[src/rtl/regfile_pkg.sv]
// Shared definitions for the register file and its busy-bit scoreboard.
package regfile_pkg;

  localparam int REG_WIDTH = 32;
  localparam int REG_DEPTH = 32;
  localparam int REG_AW    = $clog2(REG_DEPTH);

  typedef logic [REG_AW-1:0]    reg_addr_t;
  typedef logic [REG_WIDTH-1:0] reg_data_t;

  // True when an address names a real, modifiable register: inside the
  // array and not the hardwired zero register.
  function automatic logic reg_accessible(input int addr, input int depth, input bit zero_reg);
    return (addr < depth) && !(zero_reg && (addr == 0));
  endfunction

endpackage

[src/rtl/regfile_scoreboard.sv]
// Busy (pending-writeback) bit per register, with issue taking priority over
// a same-cycle writeback clear, and next-state lookup for both read ports.
module regfile_scoreboard
  import regfile_pkg::*;
#(
  parameter int DEPTH    = REG_DEPTH,
  parameter int ZERO_REG = 1,
  parameter int AW       = (DEPTH > 1) ? $clog2(DEPTH) : 1
) (
  input  logic          clk_i,
  input  logic          rst_ni,
  input  logic          wr_en_i,
  input  logic [AW-1:0] wr_addr_i,
  input  logic          iss_en_i,
  input  logic [AW-1:0] iss_addr_i,
  input  logic [AW-1:0] rd_addr_a_i,
  input  logic [AW-1:0] rd_addr_b_i,
  output logic          busy_nxt_a_o,
  output logic          busy_nxt_b_o
);

  logic [DEPTH-1:0] busy_q;
  logic [DEPTH-1:0] busy_d;
  logic             wr_ok;
  logic             iss_ok;

  // Next busy state: writeback clears first, then issue sets, so issue wins.
  always_comb begin
    wr_ok  = wr_en_i && reg_accessible(int'(wr_addr_i), DEPTH, ZERO_REG != 0);
    iss_ok = iss_en_i && reg_accessible(int'(iss_addr_i), DEPTH, ZERO_REG != 0);
    busy_d = busy_q;
    if (wr_ok) begin
      busy_d[wr_addr_i] = 1'b0;
    end
    if (iss_ok) begin
      busy_d[iss_addr_i] = 1'b1;
    end
  end

  // Look up the post-update busy bits; absent or zero registers are never busy.
  always_comb begin
    busy_nxt_a_o = 1'b0;
    busy_nxt_b_o = 1'b0;
    if (reg_accessible(int'(rd_addr_a_i), DEPTH, ZERO_REG != 0)) begin
      busy_nxt_a_o = busy_d[rd_addr_a_i];
    end
    if (reg_accessible(int'(rd_addr_b_i), DEPTH, ZERO_REG != 0)) begin
      busy_nxt_b_o = busy_d[rd_addr_b_i];
    end
  end

  // Busy array state; reset clears every pending writeback.
  always_ff @(posedge clk_i or negedge rst_ni) begin
    if (!rst_ni) begin
      busy_q <= '0;
    end else begin
      busy_q <= busy_d;
    end
  end

endmodule

[src/rtl/regfile_sb.sv]
// Parametrised register file with two registered read ports, one forwarded
// write port and a per-register busy scoreboard for issue/writeback tracking.
module regfile_sb
  import regfile_pkg::*;
#(
  parameter  int WIDTH    = REG_WIDTH,
  parameter  int DEPTH    = REG_DEPTH,
  parameter  int ZERO_REG = 1,
  localparam int AW       = (DEPTH > 1) ? $clog2(DEPTH) : 1
) (
  input  logic             clk,
  input  logic             reset,
  input  logic             rd_en,
  input  logic [AW-1:0]    rd_addr_a,
  input  logic [AW-1:0]    rd_addr_b,
  output logic [WIDTH-1:0] rd_data_a,
  output logic [WIDTH-1:0] rd_data_b,
  output logic             busy_a,
  output logic             busy_b,
  input  logic             wr_en,
  input  logic [AW-1:0]    wr_addr,
  input  logic [WIDTH-1:0] wr_data,
  input  logic             iss_en,
  input  logic [AW-1:0]    iss_addr
);

  logic [WIDTH-1:0] mem_q [DEPTH];
  logic [WIDTH-1:0] rd_data_a_q, rd_data_a_d;
  logic [WIDTH-1:0] rd_data_b_q, rd_data_b_d;
  logic             busy_a_q, busy_b_q;
  logic             busy_nxt_a, busy_nxt_b;
  logic             wr_ok;

  regfile_scoreboard #(
    .DEPTH    (DEPTH),
    .ZERO_REG (ZERO_REG),
    .AW       (AW)
  ) u_scoreboard (
    .clk_i        (clk),
    .rst_ni       (reset),
    .wr_en_i      (wr_en),
    .wr_addr_i    (wr_addr),
    .iss_en_i     (iss_en),
    .iss_addr_i   (iss_addr),
    .rd_addr_a_i  (rd_addr_a),
    .rd_addr_b_i  (rd_addr_b),
    .busy_nxt_a_o (busy_nxt_a),
    .busy_nxt_b_o (busy_nxt_b)
  );

  // Read data as it will be after this cycle's write, so a same-cycle
  // writeback is forwarded; absent and zero registers read as 0.
  always_comb begin
    wr_ok       = wr_en && reg_accessible(int'(wr_addr), DEPTH, ZERO_REG != 0);
    rd_data_a_d = '0;
    rd_data_b_d = '0;
    if (reg_accessible(int'(rd_addr_a), DEPTH, ZERO_REG != 0)) begin
      rd_data_a_d = (wr_ok && (wr_addr == rd_addr_a)) ? wr_data : mem_q[rd_addr_a];
    end
    if (reg_accessible(int'(rd_addr_b), DEPTH, ZERO_REG != 0)) begin
      rd_data_b_d = (wr_ok && (wr_addr == rd_addr_b)) ? wr_data : mem_q[rd_addr_b];
    end
  end

  // Register storage; dropped writes never touch the array.
  always_ff @(posedge clk or negedge reset) begin
    if (!reset) begin
      for (int i = 0; i < DEPTH; i++) begin
        mem_q[i] <= '0;
      end
    end else if (wr_ok) begin
      mem_q[wr_addr] <= wr_data;
    end
  end

  // Read-port output registers; they hold while rd_en is low.
  always_ff @(posedge clk or negedge reset) begin
    if (!reset) begin
      rd_data_a_q <= '0;
      rd_data_b_q <= '0;
      busy_a_q    <= 1'b0;
      busy_b_q    <= 1'b0;
    end else if (rd_en) begin
      rd_data_a_q <= rd_data_a_d;
      rd_data_b_q <= rd_data_b_d;
      busy_a_q    <= busy_nxt_a;
      busy_b_q    <= busy_nxt_b;
    end
  end

  assign rd_data_a = rd_data_a_q;
  assign rd_data_b = rd_data_b_q;
  assign busy_a    = busy_a_q;
  assign busy_b    = busy_b_q;

endmodule

[config.mk]
export PLATFORM = sky130hd
export DESIGN_NAME = regfile_sb
export DESIGN_NICKNAME = d
export VERILOG_FILES = /design/src/rtl/regfile_pkg.sv /design/src/rtl/regfile_scoreboard.sv /design/src/rtl/regfile_sb.sv
export SDC_FILE = /design/constraint.sdc
export NUM_CORES = 2
export LEC_CHECK = 0
export CORE_MARGIN = 1
export CORE_UTILIZATION = 35
export DETAILED_ROUTE_END_ITERATION = 7
export PLACE_DENSITY_LB_ADDON = 0.15
export SLEW_MARGIN = 20
export SYNTH_ARGS = -nofsm -noshare
export SYNTH_HDL_FRONTEND = slang
export SYNTH_SLANG_ARGS = --single-unit
[constraint.sdc]
create_clock -name clk -period 1.9 [get_ports clk]
set_input_delay 0.285 -clock clk [delete_from_list [all_inputs] [get_ports clk]]
set_output_delay 0.285 -clock clk [all_outputs]
set_load 0.005 [all_outputs]
==> flow_summary.toml <==
[outcome]
outcome = "finished clean"

[cts]
cts_tree = "yes"
clkTransAtPathRegs_ns = 0.06
numCtsBuffers = 137
root_buffer = "clkbuf_16"
clk_latency_ns = 0.78
clockBufferDepth = 3
clock_sinks = 1122
htree_levels = 4

[timing]
worstMarginPinSlew_ns = 0.844
relSlewSlack_pct = 43.7
fin_worst_skew_ns = 0.0233
hold_violations = 0
final_max_slew_viol_count = 0
post-route-min-period_ns = 1.83
setup_violations = 0
fin_setup_tns_ns = 0
fmax_mhz = 546
period_share_pct = 96.4

[setup_path]
ff2ff_setup_slack_ns = 0.08
end_kind = "primary output"
worstSetupPathType = "reg -> out"
path_delay_family = "flip-flops"
r2r-start = "mem_q[515]"
crit_fanout = 2
crit_buf_inv = 1
r2r_cells = 5
crit_path_start_kind = "register"
slowest_delay_ns = 0.48
cp_cell_sequence = "dlygate4sd2_1"
r2r_end = "rd_data_a[3]"
cpMaxStageDelayCell = "dfrtp_2"
cp.required_ns = 1.62
arrival_ns = 1.55

[power_and_ir_drop]
peakVddDrop_mv = 0.948
internal-power_mw = 53.1
switching_share_pct = 27.8
p_clk_share_pct = 36.4
total_power_mw = 73.5
p_seq_share_pct = 43.0
p_switching_mw = 20.4
power_density_mw_per_mm2 = 997
power_frac_comb_pct = 20.5
p_leak_nw = 32.8

[flow_run]
drv_cap = 0

[floorplanning]
fp.dieW_um = 416
die-area_mm2 = 0.173
die_y_um = 416
pin_count = 123
core_area_mm2 = 0.170
rows = 151
initial_utilization_pct = 35.4

[synthesis]
synth_cells = 4579
synth_ff_type = "dfrtp_1"
synthTopCellsByArea = "dfrtp_1 (47%), mux2_2 (18%), mux4_2 (12%)"
syn_area_per_cell_um2 = 13.1
synth_common_cells = "dfrtp_1 (1122), mux2_2 (946), mux2i_1 (450)"
syn_area_mm2 = 0.0601
ys_seq_area_share_pct = 46.7
async_reset_ff_share_pct = 100
yosysTopAreaCellShare_pct = 46.7
synth_edf_count = 0
syn_nets = 4636
yosysMostFrequentCell = "dfrtp_1"
yosys_warnings = 0
synth.distinct_cells = 68
ys_ff_latch = 1122
yosys.area.top_type = "dfrtp_1"

[routing]
viasPerCell = 5.78
drc = 0
wl_per_cell_um = 30.1
firstDrtPassIters = 5
vias = 42100
drtIter0Drc = 2897
ant_nets = 0
wirelength_um = 219000

[placed_design]
placed_cell_area_mm2 = 0.0692
globalplace.congestion = 0.917
dp_hpwl_um = 146000
port_buffers = 122

[global_routing]
grt_max_degree = 94
grt_pass1_wl_um = 322000
grt_usage_pct = 25.4
antenna_found_initial = 2
grt_pass1_vias = 44000
overflow = 0

[cells_and_area]
syn2layout_area_growth_pct = 22.7
final_nets = 5020
final_cell_area_mm2 = 0.0738
layout-drive-gt1-share_pct = 42.8

[min_path]
hp-start = "rd_en"
hold_depth = 5
hold_end = "busy_b"
hold_path_class = "in -> reg"
==> power by group through the flow <==
stage	Combinational, mW	Clock, mW	Sequential [mW]
2_1_floorplan	10.3	0	30.9
3_3_place_gp	15.1	0	31.9
3_5_place_dp	15.3	0	32.0
4_1_cts	15.2	27.4	31.6
5_1_grt	16.3	28.3	32.3
6_report	15.1	26.8	31.6
==> placed cells by master (no fill, tap or decap), types with 31 or more instances in the layout <==
| cell type | synthesis | final |
|---|---|---|
| o21ai_0 | 125 | 123 |
| a221oi_1 | 185 | 185 |
| mux2_2 | 946 | 946 |
| mux4_2 | 312 | 312 |
| a22o_1 | 34 | 34 |
| nor2_1 | 97 | 82 |
| buf_4 | 42 | 410 |
| clkbuf_8 | 0 | 37 |
| nor2b_1 | 71 | 68 |
| buf_12 | 0 | 212 |
| o21ai_1 | 40 | 42 |
| mux2i_1 | 450 | 450 |
| a21oi_1 | 85 | 85 |
| dfrtp_1 | 1122 | 1117 |
| clkbuf_1 | 256 | 31 |
| dlygate4sd2_1 | 0 | 66 |
| clkdlybuf4s50_1 | 0 | 44 |
| o211ai_1 | 60 | 60 |
| clkbuf_16 | 0 | 142 |
| nand2_1 | 326 | 324 |
| a22oi_1 | 44 | 44 |
==> flip-flops by register name (all words and copies together), names as in the netlist <==
register	flops
busy_b	1
busy_a	1
rd_data_a	32
mem_q	1024
u_scoreboard.busy_q	32
rd_data_b	32
==> worst max path at each step <==
stage	startpoint	end	slack, ns	cells after the start
2_1_floorplan	rd_addr_a[0]	rd_data_a[13]	0.009	8
3_3_place_gp	wr_addr[1]	busy_a	-0.71	11
3_5_place_dp	wr_addr[1]	busy_a	-0.68	11
4_1_cts	rd_data_a[13]	rd_data_a[13]	0.004	1
5_1_grt	wr_addr[2]	busy_b	-0.01	10
6_report	rd_data_a[13]	rd_data_a[13]	0.07	1
==> cells by family (layout without fill, tap and decap cells) <==
family,Yosys count,after routing,synth area share [%]
mux,1708,1708,36.9
buf+inv,515,1003,4.17
simple gates,576,576,4.33
flops,1122,1122,46.7
compound gates,648,648,7.76
xor+xnor,10,10,0.146
other cells,0,1,0
==> what timing repair did <==
action,CTS,global route
resized for setup,71,9
buffers inserted,1,0
hold endpoints to repair,835,0
gates cloned,0,0
hold buffers,2,0
endpoints found under the setup margin,66,2
==> per-layer routing <==
layer	GRT usage, %	vias up	wire [um]	share of wire, %
li1	-	18100	-	-
met1	34.3	22600	96800	44
met2	42.6	1076	107000	49
met3	2.99	358	8860	4.0
met4	7.81	0	6880	3.1
met5	0	-	0	0
==> area by class of cell <==
cell class,count,area (um2)
Antenna cell,1,2.50
Clock buffer,209,4170
Clock inverter,34,400
Fill cell,15700,96300
Inverter,18,77.6
Multi-Input combinational cell,2942,29800
Sequential cell,1122,28100
Tap cell,2218,2780
Timing Repair Buffer,742,8470
==> metrics by stage <==
stage | hold WS, ns | std cells | util (%) | setup WS [ns]
3_5_place_dp | 0.174 | 7039 | 40.7 | -0.678
4_1_cts | 0.0679 | 7285 | 43.4 | 0.00416
3_3_place_gp | 0.174 | 7039 | 40.7 | -0.706
5_1_grt | 0.115 | 7285 | 43.4 | -0.00988
2_1_floorplan | -0.0106 | 4579 | - | 0.00871
6_report | 0.120 | 7286 | 43.4 | 0.0690
Power figures use the tool's default switching activity.
